[config.mk]
export PLATFORM = sky130hd
export DESIGN_NAME = morse_tx_sequencer
export DESIGN_NICKNAME = d
export VERILOG_FILES = /design/src/rtl/morse_tx_sequencer.sv
export SDC_FILE = /design/constraint.sdc
export NUM_CORES = 1
export LEC_CHECK = 0
export BUFFER_PORTS_ARGS = -buffer_cell sky130_fd_sc_hd__buf_2
export CAP_MARGIN = 10
export CORE_AREA = 2 2 88 90
export CTS_CLUSTER_DIAMETER = 50
export DETAILED_ROUTE_END_ITERATION = 12
export DIE_AREA = 0 0 90 92
export GPL_TIMING_DRIVEN = 0
export PLACE_DENSITY = 0.62
export RECOVER_POWER = 100
export SLEW_MARGIN = 25
export SYNTH_ARGS = -nofsm -noshare
export SYNTH_HDL_FRONTEND = slang
export SYNTH_SLANG_ARGS = --single-unit
[constraint.sdc]
create_clock -name clock -period 7.7 [get_ports clock]
set_input_delay 1.54 -clock clock [delete_from_list [all_inputs] [get_ports clock]]
set_output_delay 1.54 -clock clock [all_outputs]
set_load 0.01 [all_outputs]
[src/rtl/morse_tx_sequencer.sv]
// Morse code transmitter: queues ASCII characters in a small FIFO and keys them
// onto a registered on/off line using standard international Morse timing.
module morse_tx_sequencer #(
   parameter int UNIT_CYCLES = 1,
   parameter int DEPTH       = 4
) (
   input  logic       clock,
   input  logic       reset_n,
   input  logic [7:0] char_in,
   input  logic       char_valid,
   output logic       char_ready,
   output logic       signal_out,
   output logic       busy,
   output logic       char_err,
   output logic       char_done
);

   localparam int TW = (UNIT_CYCLES > 1) ? $clog2(UNIT_CYCLES) : 1;
   localparam int AW = $clog2(DEPTH);
   localparam logic [TW-1:0] TICK_LAST = TW'(UNIT_CYCLES - 1);
   localparam logic [TW-1:0] TICK_PEN  = (UNIT_CYCLES > 1) ? TW'(UNIT_CYCLES - 2) : '0;
   localparam logic [AW:0]   FULL_CNT  = (AW + 1)'(DEPTH);

   typedef enum logic [2:0] {
      IDLE,
      LOAD,
      MARK,
      ELEM_GAP,
      LETTER_GAP,
      WORD_GAP
   } state_t;

   typedef struct packed {
      logic       ok;
      logic       space;
      logic [2:0] len;
      logic [3:0] pat;
   } code_t;

   function automatic code_t letter(input logic [2:0] len, input logic [3:0] pat);
      code_t r;
      r.ok    = 1'b1;
      r.space = 1'b0;
      r.len   = len;
      r.pat   = pat;
      return r;
   endfunction

   // Patterns are MSB-aligned: the first element sits in bit 3, 1 = dash.
   function automatic code_t morse_lookup(input logic [7:0] c);
      logic [7:0] up;
      code_t      r;
      up = c;
      if (c >= 8'h61 && c <= 8'h7A) begin
         up = c - 8'h20;
      end
      r = '0;
      case (up)
         8'h20: begin
            r.ok    = 1'b1;
            r.space = 1'b1;
         end
         8'h41: r = letter(3'd2, 4'b0100);
         8'h42: r = letter(3'd4, 4'b1000);
         8'h43: r = letter(3'd4, 4'b1010);
         8'h44: r = letter(3'd3, 4'b1000);
         8'h45: r = letter(3'd1, 4'b0000);
         8'h46: r = letter(3'd4, 4'b0010);
         8'h47: r = letter(3'd3, 4'b1100);
         8'h48: r = letter(3'd4, 4'b0000);
         8'h49: r = letter(3'd2, 4'b0000);
         8'h4A: r = letter(3'd4, 4'b0111);
         8'h4B: r = letter(3'd3, 4'b1010);
         8'h4C: r = letter(3'd4, 4'b0100);
         8'h4D: r = letter(3'd2, 4'b1100);
         8'h4E: r = letter(3'd2, 4'b1000);
         8'h4F: r = letter(3'd3, 4'b1110);
         8'h50: r = letter(3'd4, 4'b0110);
         8'h51: r = letter(3'd4, 4'b1101);
         8'h52: r = letter(3'd3, 4'b0100);
         8'h53: r = letter(3'd3, 4'b0000);
         8'h54: r = letter(3'd1, 4'b1000);
         8'h55: r = letter(3'd3, 4'b0010);
         8'h56: r = letter(3'd4, 4'b0001);
         8'h57: r = letter(3'd3, 4'b0110);
         8'h58: r = letter(3'd4, 4'b1001);
         8'h59: r = letter(3'd4, 4'b1011);
         8'h5A: r = letter(3'd4, 4'b1100);
         default: r = '0;
      endcase
      return r;
   endfunction

   logic [7:0]    mem [DEPTH];
   logic [AW-1:0] wr_ptr;
   logic [AW-1:0] rd_ptr;
   logic [AW:0]   count;
   logic          push;
   logic          pop;

   state_t        state;
   logic [TW-1:0] tick;
   logic [1:0]    unit;
   logic [1:0]    unit_last;
   logic          tick_wrap;
   logic          state_end;
   logic          in_gap;
   logic          gap_pen;

   logic [7:0]    cur_char;
   logic [3:0]    pat;
   logic [2:0]    elem_left;
   code_t         code;

   assign char_ready = (count != FULL_CNT);
   assign push       = char_valid && char_ready;
   assign busy       = (state != IDLE) || (count != '0);
   assign code       = morse_lookup(cur_char);

   always_comb begin
      unit_last = 2'd0;
      case (state)
         MARK:       unit_last = pat[3] ? 2'd2 : 2'd0;
         LETTER_GAP: unit_last = 2'd2;
         WORD_GAP:   unit_last = 2'd3;
         default:    unit_last = 2'd0;
      endcase
   end

   assign tick_wrap = (tick == TICK_LAST);
   assign state_end = tick_wrap && (unit == unit_last);
   assign in_gap    = (state == LETTER_GAP) || (state == WORD_GAP);
   // Gaps last at least 3 units, so the cycle before the final one is always inside the gap.
   assign gap_pen   = in_gap && ((UNIT_CYCLES == 1) ? (unit == unit_last - 2'd1)
                                                     : (tick == TICK_PEN && unit == unit_last));
   assign pop       = (count != '0) && ((state == IDLE) || (in_gap && state_end));

   always_ff @(posedge clock or negedge reset_n) begin
      if (!reset_n) begin
         wr_ptr <= '0;
         rd_ptr <= '0;
         count  <= '0;
      end else begin
         if (push) wr_ptr <= wr_ptr + 1'b1;
         if (pop)  rd_ptr <= rd_ptr + 1'b1;
         case ({push, pop})
            2'b10:   count <= count + 1'b1;
            2'b01:   count <= count - 1'b1;
            default: count <= count;
         endcase
      end
   end

   always_ff @(posedge clock) begin
      if (push) mem[wr_ptr] <= char_in;
      if (pop)  cur_char <= mem[rd_ptr];
      if (state == LOAD) begin
         pat       <= code.pat;
         elem_left <= code.len;
      end else if (state == ELEM_GAP && state_end) begin
         pat       <= {pat[2:0], 1'b0};
         elem_left <= elem_left - 3'd1;
      end
   end

   always_ff @(posedge clock or negedge reset_n) begin
      if (!reset_n) begin
         state      <= IDLE;
         tick       <= '0;
         unit       <= '0;
         signal_out <= 1'b0;
         char_err   <= 1'b0;
         char_done  <= 1'b0;
      end else begin
         char_err  <= 1'b0;
         char_done <= gap_pen;
         if (tick_wrap) begin
            tick <= '0;
            unit <= unit + 2'd1;
         end else begin
            tick <= tick + TW'(1);
         end
         case (state)
            IDLE: begin
               signal_out <= 1'b0;
               if (pop) begin
                  state <= LOAD;
                  tick  <= '0;
                  unit  <= '0;
               end
            end
            LOAD: begin
               tick <= '0;
               unit <= '0;
               if (code.ok && !code.space) begin
                  state      <= MARK;
                  signal_out <= 1'b1;
               end else if (code.ok) begin
                  state <= WORD_GAP;
               end else begin
                  state    <= IDLE;
                  char_err <= 1'b1;
               end
            end
            MARK: begin
               if (state_end) begin
                  tick       <= '0;
                  unit       <= '0;
                  signal_out <= 1'b0;
                  state      <= (elem_left > 3'd1) ? ELEM_GAP : LETTER_GAP;
               end
            end
            ELEM_GAP: begin
               if (state_end) begin
                  tick       <= '0;
                  unit       <= '0;
                  signal_out <= 1'b1;
                  state      <= MARK;
               end
            end
            LETTER_GAP, WORD_GAP: begin
               if (state_end) begin
                  tick  <= '0;
                  unit  <= '0;
                  state <= pop ? LOAD : IDLE;
               end
            end
            default: begin
               state      <= IDLE;
               signal_out <= 1'b0;
            end
         endcase
      end
   end

endmodule

==> flow_summary_export.csv, run 1 <==
group,metric,value,unit
run_status,status,"complete, no violations",
sta,setup_ws,4.213,ns
finish,finalInstanceArea,3480,µm²
die,num_io_pins,16,
finish,antenna_cells,0,
sta,finalClockSkew,0.006405,ns
sta,max_freq,0.2868,GHz
global_routing,antenna_found_initial,0,
clock_tree,cts_buffer_depth,2,
synthesis,synth.distinct_cells,52,
synthesis,synthCells,260,
flow_run,cap_violations,0,
drt,vias,2055,
synthesis,yosysMostFrequentCell,"edfxtp_1",
global_routing,grt_max_degree,16,
die,die_h,92,µm
sta,rsz0062_at_grt,"false",
synthesis,netlist_area,3131,µm²
drt,avgRoutedWirePerCell,14.21,µm
synthesis,synthArstFlopShare,0.2419,
worst_setup_path,r2r-start,"unit[1]",
die,core-area,7447,µm²
place,place_congestion,0.7955,
clock_tree,post_cts_resize_count,0,
worst_setup_path,startpoint,"unit[1]",
die,start_util,0.4204,
die,die_w,90,µm
drt,first_iter_violations,198,
synthesis,synth_flop_cell,"edfxtp_1",
die,num_rows,32,
sta,finalSetupViolations,0,
sta,min_period,3.487,ns
clock_tree,cts_sinks,62,
finish,drive_above_1_share,0.09966,
power_and_ir_drop,peakVddDrop,0.0001572,V
worst_setup_path,rrSetupSlack,4.21,ns
power_and_ir_drop,power.leakage,1.250,nW
worst_setup_path,crit_path_top_delay_cell,"a31oi_1",
sta,tns,0,ns
synthesis,netlist_top_cells_area,"edfxtp_1 45%, dfrtp_1 12%, mux4_2 5.8%",
synthesis,synthAdderAreaFrac,0.03837,
clock_tree,cts_root_buf,"clkbuf_8",
synthesis,ys_warn_count,0,
worst_setup_path,cp.depth,11,
clock_tree,htreeDepth,3,
worst_setup_path,critPathBufInv,2,
sta,hold_viol_final,0,
synthesis,synth_top_family_by_area,"simple AND/OR/NAND/NOR gates",
place,dp_hpwl,3918,µm
drt,wl,5585,µm
worst_setup_path,end_kind,"flip-flop",
global_routing,track_usage,0.1447,
worst_setup_path,crit_family,"compound AO/OA/AOI/OAI gates",
sta,drv_slew,0,
worst_hold_path,holdCritPathClass,"flip-flop to flip-flop",
power_and_ir_drop,power.density,426.0,nW/µm²
synthesis,synthSimpleGateAreaFrac,0.1435,
clock_tree,clk-insertion-delay-late,0.34,ns
drt,first_pass_iters,4,
clock_tree,cts_hold_buf,0,
worst_setup_path,reg2reg_to,"count[2]",
clock_tree,tritoncts.num_buffers,9,
drt,drc,0,
worst_setup_path,cp_slowest_stage_delay,0.97,ns
synthesis,synth_xor_area_frac,0.02798,
synthesis,synth_edf_count,47,
worst_setup_path,crit_path_start_kind,"flip-flop",
synthesis,syn-num-nets,280,
sta,slew_headroom,0.2690,
finish,nNetsFinal,306,
global_routing,grt_pass1_vias,1918,
clock_tree,cts_tree,"yes",
place,portBuffers,15,
worst_setup_path,cpMostUsedCell,"xor2_1",
place,post_dp_cell_area,3333,µm²
finish,final_util,0.4672,
worst_setup_path,critPathMaxFanout,10,
synthesis,yosysTopAreaCell,"edfxtp_1",
drt,detail_route.vias_per_cell,5.229,
worst_setup_path,cp_cell_sequence,"clkbuf_1, xnor2_1, a221oi_2, o21ai_0, a31oi_1, ha_1, inv_1, fa_1, xor2_1, nor2_1, xor2_1",
synthesis,ys_seq_area_frac,0.5707,
synthesis,synthMuxAreaShare,0.06755,
worst_setup_path,critical_path_class,"flip-flop to flip-flop",
worst_setup_path,rr_worst_depth,11,
sta,worst_slew_pin_slew,1.091,ns
sta,finalCritPeriodShare,0.4528,
global_routing,grt_pass1_wl,9252,µm
place,post-place-ws,4.450,ns
synthesis,ys_ff_latch,62,
worst_setup_path,cp-endpoint,"count[2]",
finish,area_delta_synth_final,11.15,%
drt,drt.antenna.violating_nets,0,
synthesis,synth_commonest_cells,"47 x edfxtp_1, 21 x nand2_1, 19 x o21ai_0",
clock_tree,cts_setup_buffers,0,
worst_setup_path,cp_data_arrival_time,3.75,ns
worst_setup_path,cp.required,7.96,ns
synthesis,netlist.area_leader.share,0.4508,
clock_tree,path_clk_slew,0.07,ns
global_routing,grt.overflow.total,0,
synthesis,synth_compound_area_frac,0.1123,
synthesis,syn_area_per_cell,12.04,µm²
die,dieArea,8280,µm²
[metrics by stage]
step | cells | hold WS [ns] | power (mW)
global placement | 377 | 0.4909 | 1.226
CTS | 393 | 0.5154 | 1.503
global route | 393 | 0.5248 | 1.600
finish | 393 | 0.5063 | 1.482
floorplan | 260 | 0.4643 | 1.081
detailed placement | 377 | 0.5013 | 1.240
[registers in the layout (all words and copies together) (netlist names)]
register and flops:
signal_out 1, unit 2, count 3, char_done 1, pat 4, rd_ptr 2
cur_char 8, state 3, char_err 1, mem 32, elem_left 3, wr_ptr 2
[placed cells by master, fill, tap and decap left out, drive strengths merged, types with 4 or more instances in the layout]
cell type	n
nand3	5
nor2b	7
clkbuf	36
mux4	8
inv	17
nor3	6
nand2b	6
and3	5
o21ai	20
xnor2	7
ha	8
nand2	21
nand3b	4
a21oi	8
edfxtp	47
nor2	18
a22oi	4
dfrtp	15
[layout make-up]
type	instances	area [µm²]
Fill cell	707	3968
Sequential cell	62	1787
Multi-Input combinational cell	169	1210
Tap cell	102	127.6
Clock buffer	9	123.9
Buffer	15	65.06
Clock inverter	7	57.56
Timing Repair Buffer	15	56.30
Inverter	14	52.55
[logic make-up after synthesis]
| group | after synthesis |
|---|---|
| compound gates | 53 |
| xor+xnor | 10 |
| fa+ha+maj | 9 |
| buf+inv | 29 |
| flops | 62 |
| mux | 11 |
| simple gates | 86 |
[how the worst min path moves through the flow]
stage	start	slack, ns	to	cells past startpoint
final	count[0]	0.51	count[0]	1
after global routing	count[0]	0.52	count[0]	1
after CTS	count[0]	0.52	count[0]	1
after detailed placement	count[1]	0.50	count[1]	2
after global placement	count[0]	0.49	count[0]	1
after floorplan	count[2]	0.46	count[2]	1
[power by group]
group	leakage [nW]	switching, mW	internal [mW]	total [mW]
sequential	0.626	0.0668	0.509	0.576
combinational	0.536	0.383	0.263	0.646
clock	0.0881	0.139	0.121	0.260
[routing by layer]
| layer | vias up | global-route usage | part of all wire | wire (µm) |
|---|---|---|---|---|
| li1 | 1015 | - | - | - |
| met1 | 993 | 0.1883 | 0.48 | 2677 |
| met2 | 40 | 0.2299 | 0.47 | 2650 |
| met3 | 7 | 0.03287 | 0.035 | 196 |
| met4 | 0 | 0.07051 | 0.011 | 60 |
| met5 | - | 0 | 0 | 0 |
(Power assumes the default switching activity.)
==> inputs of run 2 (changes only) <==
- PLACE_DENSITY: 0.62 -> 0.64
- clock period: 7.7 -> 3.01 ns (I/O delays scaled with it)
==> run 2 against run 1 <==
Fmax rose by 33%. Worst hold slack worse by 0.16 ns. Sequential share of layout area down 0.87 points. Critical endpoint unchanged. Largest cell class unchanged. Largest power group unchanged. Highest routed layer unchanged.
==> flow_summary_export.csv, run 2 (synthesis gave the netlist of run 1 again) <==
group,metric,value,unit
run_status,status,"complete, no violations",
worst_setup_path,cp.required,3.27,ns
finish,drive_above_1_share,0.1092,
finish,finalNonFillerCells,395,
finish,largest_reg_flops,32,
finish,nNetsFinal,308,
worst_setup_path,rrSetupSlack,0.39,ns
place,place_congestion,0.7885,
worst_setup_path,cp_cell_sequence,"clkbuf_1, nand4_1, a31oi_1, ha_1, inv_1, fa_1, xor2_1, nor2_1, xor2_1",
place,dp_hpwl,3955,µm
worst_setup_path,r2r-start,"state[0]",
die,die_h,92,µm
global_routing,antenna_found_initial,0,
worst_setup_path,cpMostUsedCell,"xor2_1",
place,post_dp_cell_area,3339,µm²
drt,first_pass_iters,4,
finish,fill_cells,692,
finish,largestRegisters,"mem (32), cur_char (8), pat (4)",
sta,min_period,2.616,ns
power_and_ir_drop,peakVddDrop,0.0005563,V
sta,drv_slew,0,
clock_tree,path_clk_slew,0.08,ns
power_and_ir_drop,power.density,1127,nW/µm²
die,start_util,0.4204,
sta,worst_slew_pin_slew,0.8520,ns
die,die_w,90,µm
power_and_ir_drop,comb_power_share,0.421,
sta,finalCritPeriodShare,0.8689,
power_and_ir_drop,switching_share,0.3815,
flow_run,cap_violations,0,
drt,drc,0,
drt,avgRoutedWirePerCell,14.52,µm
die,num_io_pins,16,
worst_setup_path,cp_data_arrival_time,2.87,ns
sta,finalClockSkew,0.007581,ns
drt,first_iter_violations,234,
power_and_ir_drop,power_switching,1.522,mW
worst_hold_path,holdCritPathClass,"primary input to async pin",
sta,rsz0062_at_grt,"false",
worst_setup_path,reg2reg_to,"count[2]",
place,placed_cells,377,
clock_tree,tritoncts.num_buffers,9,
clock_tree,cts_tree,"yes",
clock_tree,cts_sinks,62,
clock_tree,cts_root_buf,"clkbuf_8",
drt,drt.antenna.violating_nets,0,
clock_tree,cts_buffer_depth,2,
worst_setup_path,crit_path_top_delay_cell,"dfrtp_1",
power_and_ir_drop,internal_power,2.468,mW
global_routing,grt_max_degree,16,
finish,area_delta_synth_final,13.07,%
power_and_ir_drop,power.leakage,1.289,nW
worst_setup_path,critPathMaxFanout,10,
global_routing,grt.overflow.total,0,
global_routing,grt_pass1_wl,10010,µm
worst_setup_path,crit_path_start_kind,"flip-flop",
finish,largest-register,"mem",
worst_setup_path,critical_path_class,"flip-flop to flip-flop",
die,num_rows,32,
die,core-area,7447,µm²
sta,slew_headroom,0.4320,
die,dieArea,8280,µm²
sta,finalSetupViolations,0,
sta,max_freq,0.3823,GHz
finish,layout_commonest_cell,"edfxtp_1",
finish,antenna_cells,0,
finish,mostFrequentLayoutCells,"47 x edfxtp_1, 26 x clkbuf_1, 21 x nand2_1",
worst_setup_path,end_kind,"flip-flop",
clock_tree,cts_hold_buf,0,
power_and_ir_drop,p_seq_frac,0.369,
drt,detail_route.vias_per_cell,5.316,
sta,hold_viol_final,0,
place,portBuffers,15,
clock_tree,htreeDepth,3,
clock_tree,clk-insertion-delay-late,0.33,ns
drt,vias,2100,
drt,wl,5734,µm
worst_setup_path,cp_slowest_stage_delay,0.50,ns
global_routing,track_usage,0.1517,
worst_setup_path,rr_worst_depth,9,
power_and_ir_drop,p_clk_frac,0.210,
global_routing,grt_pass1_vias,2089,
finish,finalInstanceArea,3540,µm²
## run 2: how the worst max path moves through the flow
stage	startpoint	end	cells after the start
CTS	state[0]	count[2]	9
global placement	state[0]	count[2]	9
detailed placement	state[0]	count[2]	9
finish	state[0]	count[2]	9
floorplan	unit[1]	count[2]	11
global route	state[0]	count[2]	9
## run 2: per-stage QoR
| stage | setup WS [ns] | utilization | setup TNS [ns] | total power, mW | hold WS (ns) |
|---|---|---|---|---|---|
| CTS | 0.01498 | 0.4790 | 0 | 4.026 | 0.1706 |
| finish | 0.3945 | 0.4753 | 0 | 3.990 | 0.3487 |
| global route | 0.2168 | 0.4753 | 0 | 4.317 | 0.4298 |
| floorplan | 0.1956 | - | 0 | 2.766 | 0.3064 |
| detailed placement | 0.04619 | 0.4484 | 0 | 3.177 | 0.4954 |
| global placement | -0.2507 | 0.4476 | -0.3246 | 3.125 | 0.4938 |
## run 2: critical path: cells and delay by family (launching register included)
kind	cells	cell delay, ns
AND/OR/NAND/NOR	2	0.33
XOR/XNOR	2	0.30
adder cells (fa/ha/maj)	2	0.62
AO/OA/AOI/OAI	1	0.37
buffers and inverters	2	0.43
flip-flops	1	0.50
## run 2: area by class of cell
class | count | area (µm²) | share of cell area
Buffer | 15 | 68.82 | 0.01944
Clock buffer | 9 | 123.9 | 0.03499
Clock inverter | 7 | 103.9 | 0.02934
Inverter | 14 | 52.55 | 0.01485
Multi-Input combinational cell | 169 | 1207 | 0.3411
Sequential cell | 62 | 1787 | 0.5048
Tap cell | 102 | 127.6 | 0.03606
Timing Repair Buffer | 17 | 68.82 | 0.01944
## run 2: layer usage
metal / wire, µm / global-route usage / vias to the layer above
li1: - / - / 1024
met2: 2858 / 0.2431 / 50
met3: 237 / 0.03862 / 2
met5: 0 / 0 / -
met4: 19 / 0.05256 / 0
met1: 2619 / 0.2021 / 1024
## run 2: power by group through the flow
stage               logic [mW]  registers (mW)  clock network, mW
detailed placement        1.68            1.49                  0
floorplan                 1.32            1.44                  0
global placement          1.64            1.48                  0
global route              1.91            1.51              0.900
CTS                       1.70            1.48              0.854
finish                    1.68            1.47              0.839
## run 2: what timing repair did
item                                    in CTS  in global routing
gates resized for setup                      0                  1
endpoints found under the setup margin       0                  2
setup buffers                                0                  2
==> inputs of run 3 (changes only) <==
- ABC_AREA: default -> 1
- CORE_AREA: 2 2 88 90 -> 2 2 90 92
- DIE_AREA: 0 0 90 92 -> 0 0 92 94
==> run 3 against run 2 <==
Area after synthesis is 4.9% higher. Clock skew increased by 0.0016 ns. Die area rose by 4.4%. Register-to-register slack lost 0.13 ns. Setup slack worse by 0.13 ns. Sequential share of layout area shrank 1.6 points. Non-clock buffer count is 7 lower. Global-route usage increased by 0.81 points. Cell count increased by 22%. Largest cell class unchanged.
==> flow_summary_export.csv, run 3 <==
group,metric,value,unit
power_and_ir_drop,switching_share,0.4138,
place,placed_cells,464,
finish,layout_commonest_cell,"nand2_1",
clock_tree,path_clk_slew,0.07,ns
power_and_ir_drop,comb_power_share,0.429,
finish,mostFrequentLayoutCells,"57 x nand2_1, 53 x nor2_1, 47 x edfxtp_1",
synthesis,syn_area_per_cell,9.462,µm²
worst_setup_path,cp_slowest_stage_delay,0.40,ns
worst_setup_path,end_kind,"flip-flop",
worst_setup_path,crit_path_top_delay_cell,"dfrtp_1",
finish,finalInstanceArea,3652,µm²
finish,largestRegisters,"mem (32), cur_char (8), pat (4)",
place,post_dp_cell_area,3486,µm²
sta,worst_slew_pin_slew,0.9286,ns
worst_setup_path,critPathMaxFanout,6,
clock_tree,cts_tree,"yes",
clock_tree,clk-insertion-delay-late,0.33,ns
worst_setup_path,cpMostUsedCell,"inv_1",
synthesis,synth_commonest_cells,"56 x nand2_1, 53 x nor2_1, 47 x edfxtp_1",
synthesis,yosysMostFrequentCell,"nand2_1",
power_and_ir_drop,p_seq_frac,0.388,
power_and_ir_drop,power_switching,1.549,mW
power_and_ir_drop,power.density,1025,nW/µm²
finish,finalNonFillerCells,483,
die,num_io_pins,16,
synthesis,ys_ff_latch,62,
sta,tns,0,ns
drt,first_iter_violations,230,
run_status,status,"complete, no violations",
die,num_rows,32,
global_routing,grt_pass1_wl,10690,µm
global_routing,grtUsageMet1,0.1978,
sta,rsz0062_at_grt,"false",
synthesis,ys_seq_area_frac,0.5442,
global_routing,grt_util_met3,0.04013,
sta,finalSetupViolations,0,
worst_setup_path,cp.required,3.23,ns
flow_run,cap_violations,0,
global_routing,grt.overflow.total,0,
finish,area_delta_synth_final,11.24,%
die,die_w,92,µm
die,die_h,94,µm
clock_tree,htreeDepth,3,
die,core-area,7607,µm²
finish,largest-register,"mem",
die,dieArea,8648,µm²
finish,fill_cells,747,
synthesis,ys_warn_count,0,
synthesis,synth_edf_count,47,
synthesis,netlist_area,3283,µm²
drt,first_pass_iters,4,
finish,antenna_cells,0,
power_and_ir_drop,internal_power,2.194,mW
drt,drc,0,
drt,drt.antenna.violating_nets,0,
global_routing,use_met2,0.2684,
drt,vias,2413,
synthesis,synthCells,347,
power_and_ir_drop,p_clk_frac,0.183,
sta,hold_slack,0.3353,ns
finish,drive_above_1_share,0.1050,
synthesis,netlist.area_leader.share,0.4299,
sta,slew_headroom,0.3744,
power_and_ir_drop,power,3.744,mW
clock_tree,tritoncts.num_buffers,9,
synthesis,yosysTopAreaCell,"edfxtp_1",
drt,wl,6140,µm
power_and_ir_drop,peakVddDrop,0.0005620,V
finish,final_util,0.4801,
global_routing,track_usage,0.1599,
global_routing,antenna_found_initial,0,
sta,setup_ws,0.2655,ns
synthesis,synth_flop_cell,"edfxtp_1",
synthesis,netlist_top_cells_area,"edfxtp_1 43%, dfrtp_1 11%, nand2_1 6.4%",
finish,nNetsFinal,396,
global_routing,grt_pass1_vias,2357,
sta,max_freq,0.3644,GHz
worst_setup_path,critical_path_class,"flip-flop to flip-flop",
sta,min_period,2.744,ns
worst_setup_path,rrSetupSlack,0.27,ns
drt,detail_route.vias_per_cell,4.996,
drt,avgRoutedWirePerCell,12.71,µm
clock_tree,cts_buffer_depth,2,
finish,largest_reg_flops,32,
sta,finalClockSkew,0.009183,ns
synthesis,syn-num-nets,367,
worst_setup_path,cp_data_arrival_time,2.96,ns
sta,finalCritPeriodShare,0.9118,
place,dp_hpwl,4436,µm
sta,drv_slew,0,
global_routing,top_usage_layer,"met2",
place,post-place-ws,-0.02929,ns
worst_hold_path,holdCritPathClass,"primary input to async pin",
power_and_ir_drop,power.leakage,1.570,nW
sta,hold_viol_final,0,
worst_setup_path,crit_path_start_kind,"flip-flop",
synthesis,synth.distinct_cells,39,
clock_tree,cts_sinks,62,
clock_tree,cts_root_buf,"clkbuf_8",
place,portBuffers,15,
place,place_congestion,0.8946,
die,start_util,0.4316,
worst_setup_path,cp_cell_sequence,"inv_1, nand2_2, inv_1, a31oi_2, xor2_1, nand2_2, o21ai_0, nand2_1, clkinvlp_4, ha_1, inv_1, fa_1, a21oi_1, o21ai_0, xnor2_1",
global_routing,grt_max_degree,16,
synthesis,synthArstFlopShare,0.2419,
run 3: critical path: cells and delay by family, from the launching register on:
| kind | cells | cell delay [ns] |
|---|---|---|
| compound gates | 4 | 0.61 |
| xor+xnor | 2 | 0.38 |
| fa+ha+maj | 2 | 0.51 |
| flops | 1 | 0.40 |
| buf+inv | 4 | 0.36 |
| simple gates | 3 | 0.38 |
run 3: cell families after synthesis:
logic type,Yosys count,synth area share
simple gates,145,0.2020
flops,62,0.5442
buf+inv,55,0.06783
xor+xnor,8,0.02134
compound gates,68,0.1280
fa+ha+maj,9,0.03659
run 3: area by class of cell:
type	count	area (µm²)	share of cell area
buffer	7	35.03	0.009592
multi-input combinational	230	1262	0.3457
clock buffer	10	127.6	0.03494
inverter	48	183.9	0.05036
clock inverter	6	52.55	0.01439
sequential	62	1787	0.4892
timing repair buffer	18	76.32	0.02090
tap	102	127.6	0.03494
run 3: power groups by stage:
stage | Sequential [mW] | Clock [mW] | Combinational (mW)
2_1_floorplan | 1.44 | 0 | 1.24
3_3_place_gp | 1.46 | 0 | 1.58
3_5_place_dp | 1.47 | 0 | 1.62
4_1_cts | 1.45 | 0.693 | 1.63
5_1_grt | 1.49 | 0.738 | 1.87
6_report | 1.45 | 0.686 | 1.61
run 3: timing repair:
item	in CTS	in global routing
pin swaps	0	2
resized for setup	1	4
endpoints found under the hold margin	0	0
hold buffers	0	0
buffers inserted	0	3
setup endpoints to repair	1	2
run 3: routing by layer:
layer,share of wire,wire [µm]
met1,0.46,2824
met2,0.48,2957
met3,0.035,217
met4,0.023,141
met5,0,0
run 3: final timing paths:
check	startpoint	depth (start not counted)	end
max in group asynchronous	reset_n	1	char_err
min in group clock	unit[0]	1	unit[0]
worst max-delay path	state[1]	15	count[2]
worst min-delay path	reset_n	1	state[2]
worst min register to register	unit[0]	1	unit[0]
worst max register to register	state[1]	15	count[2]
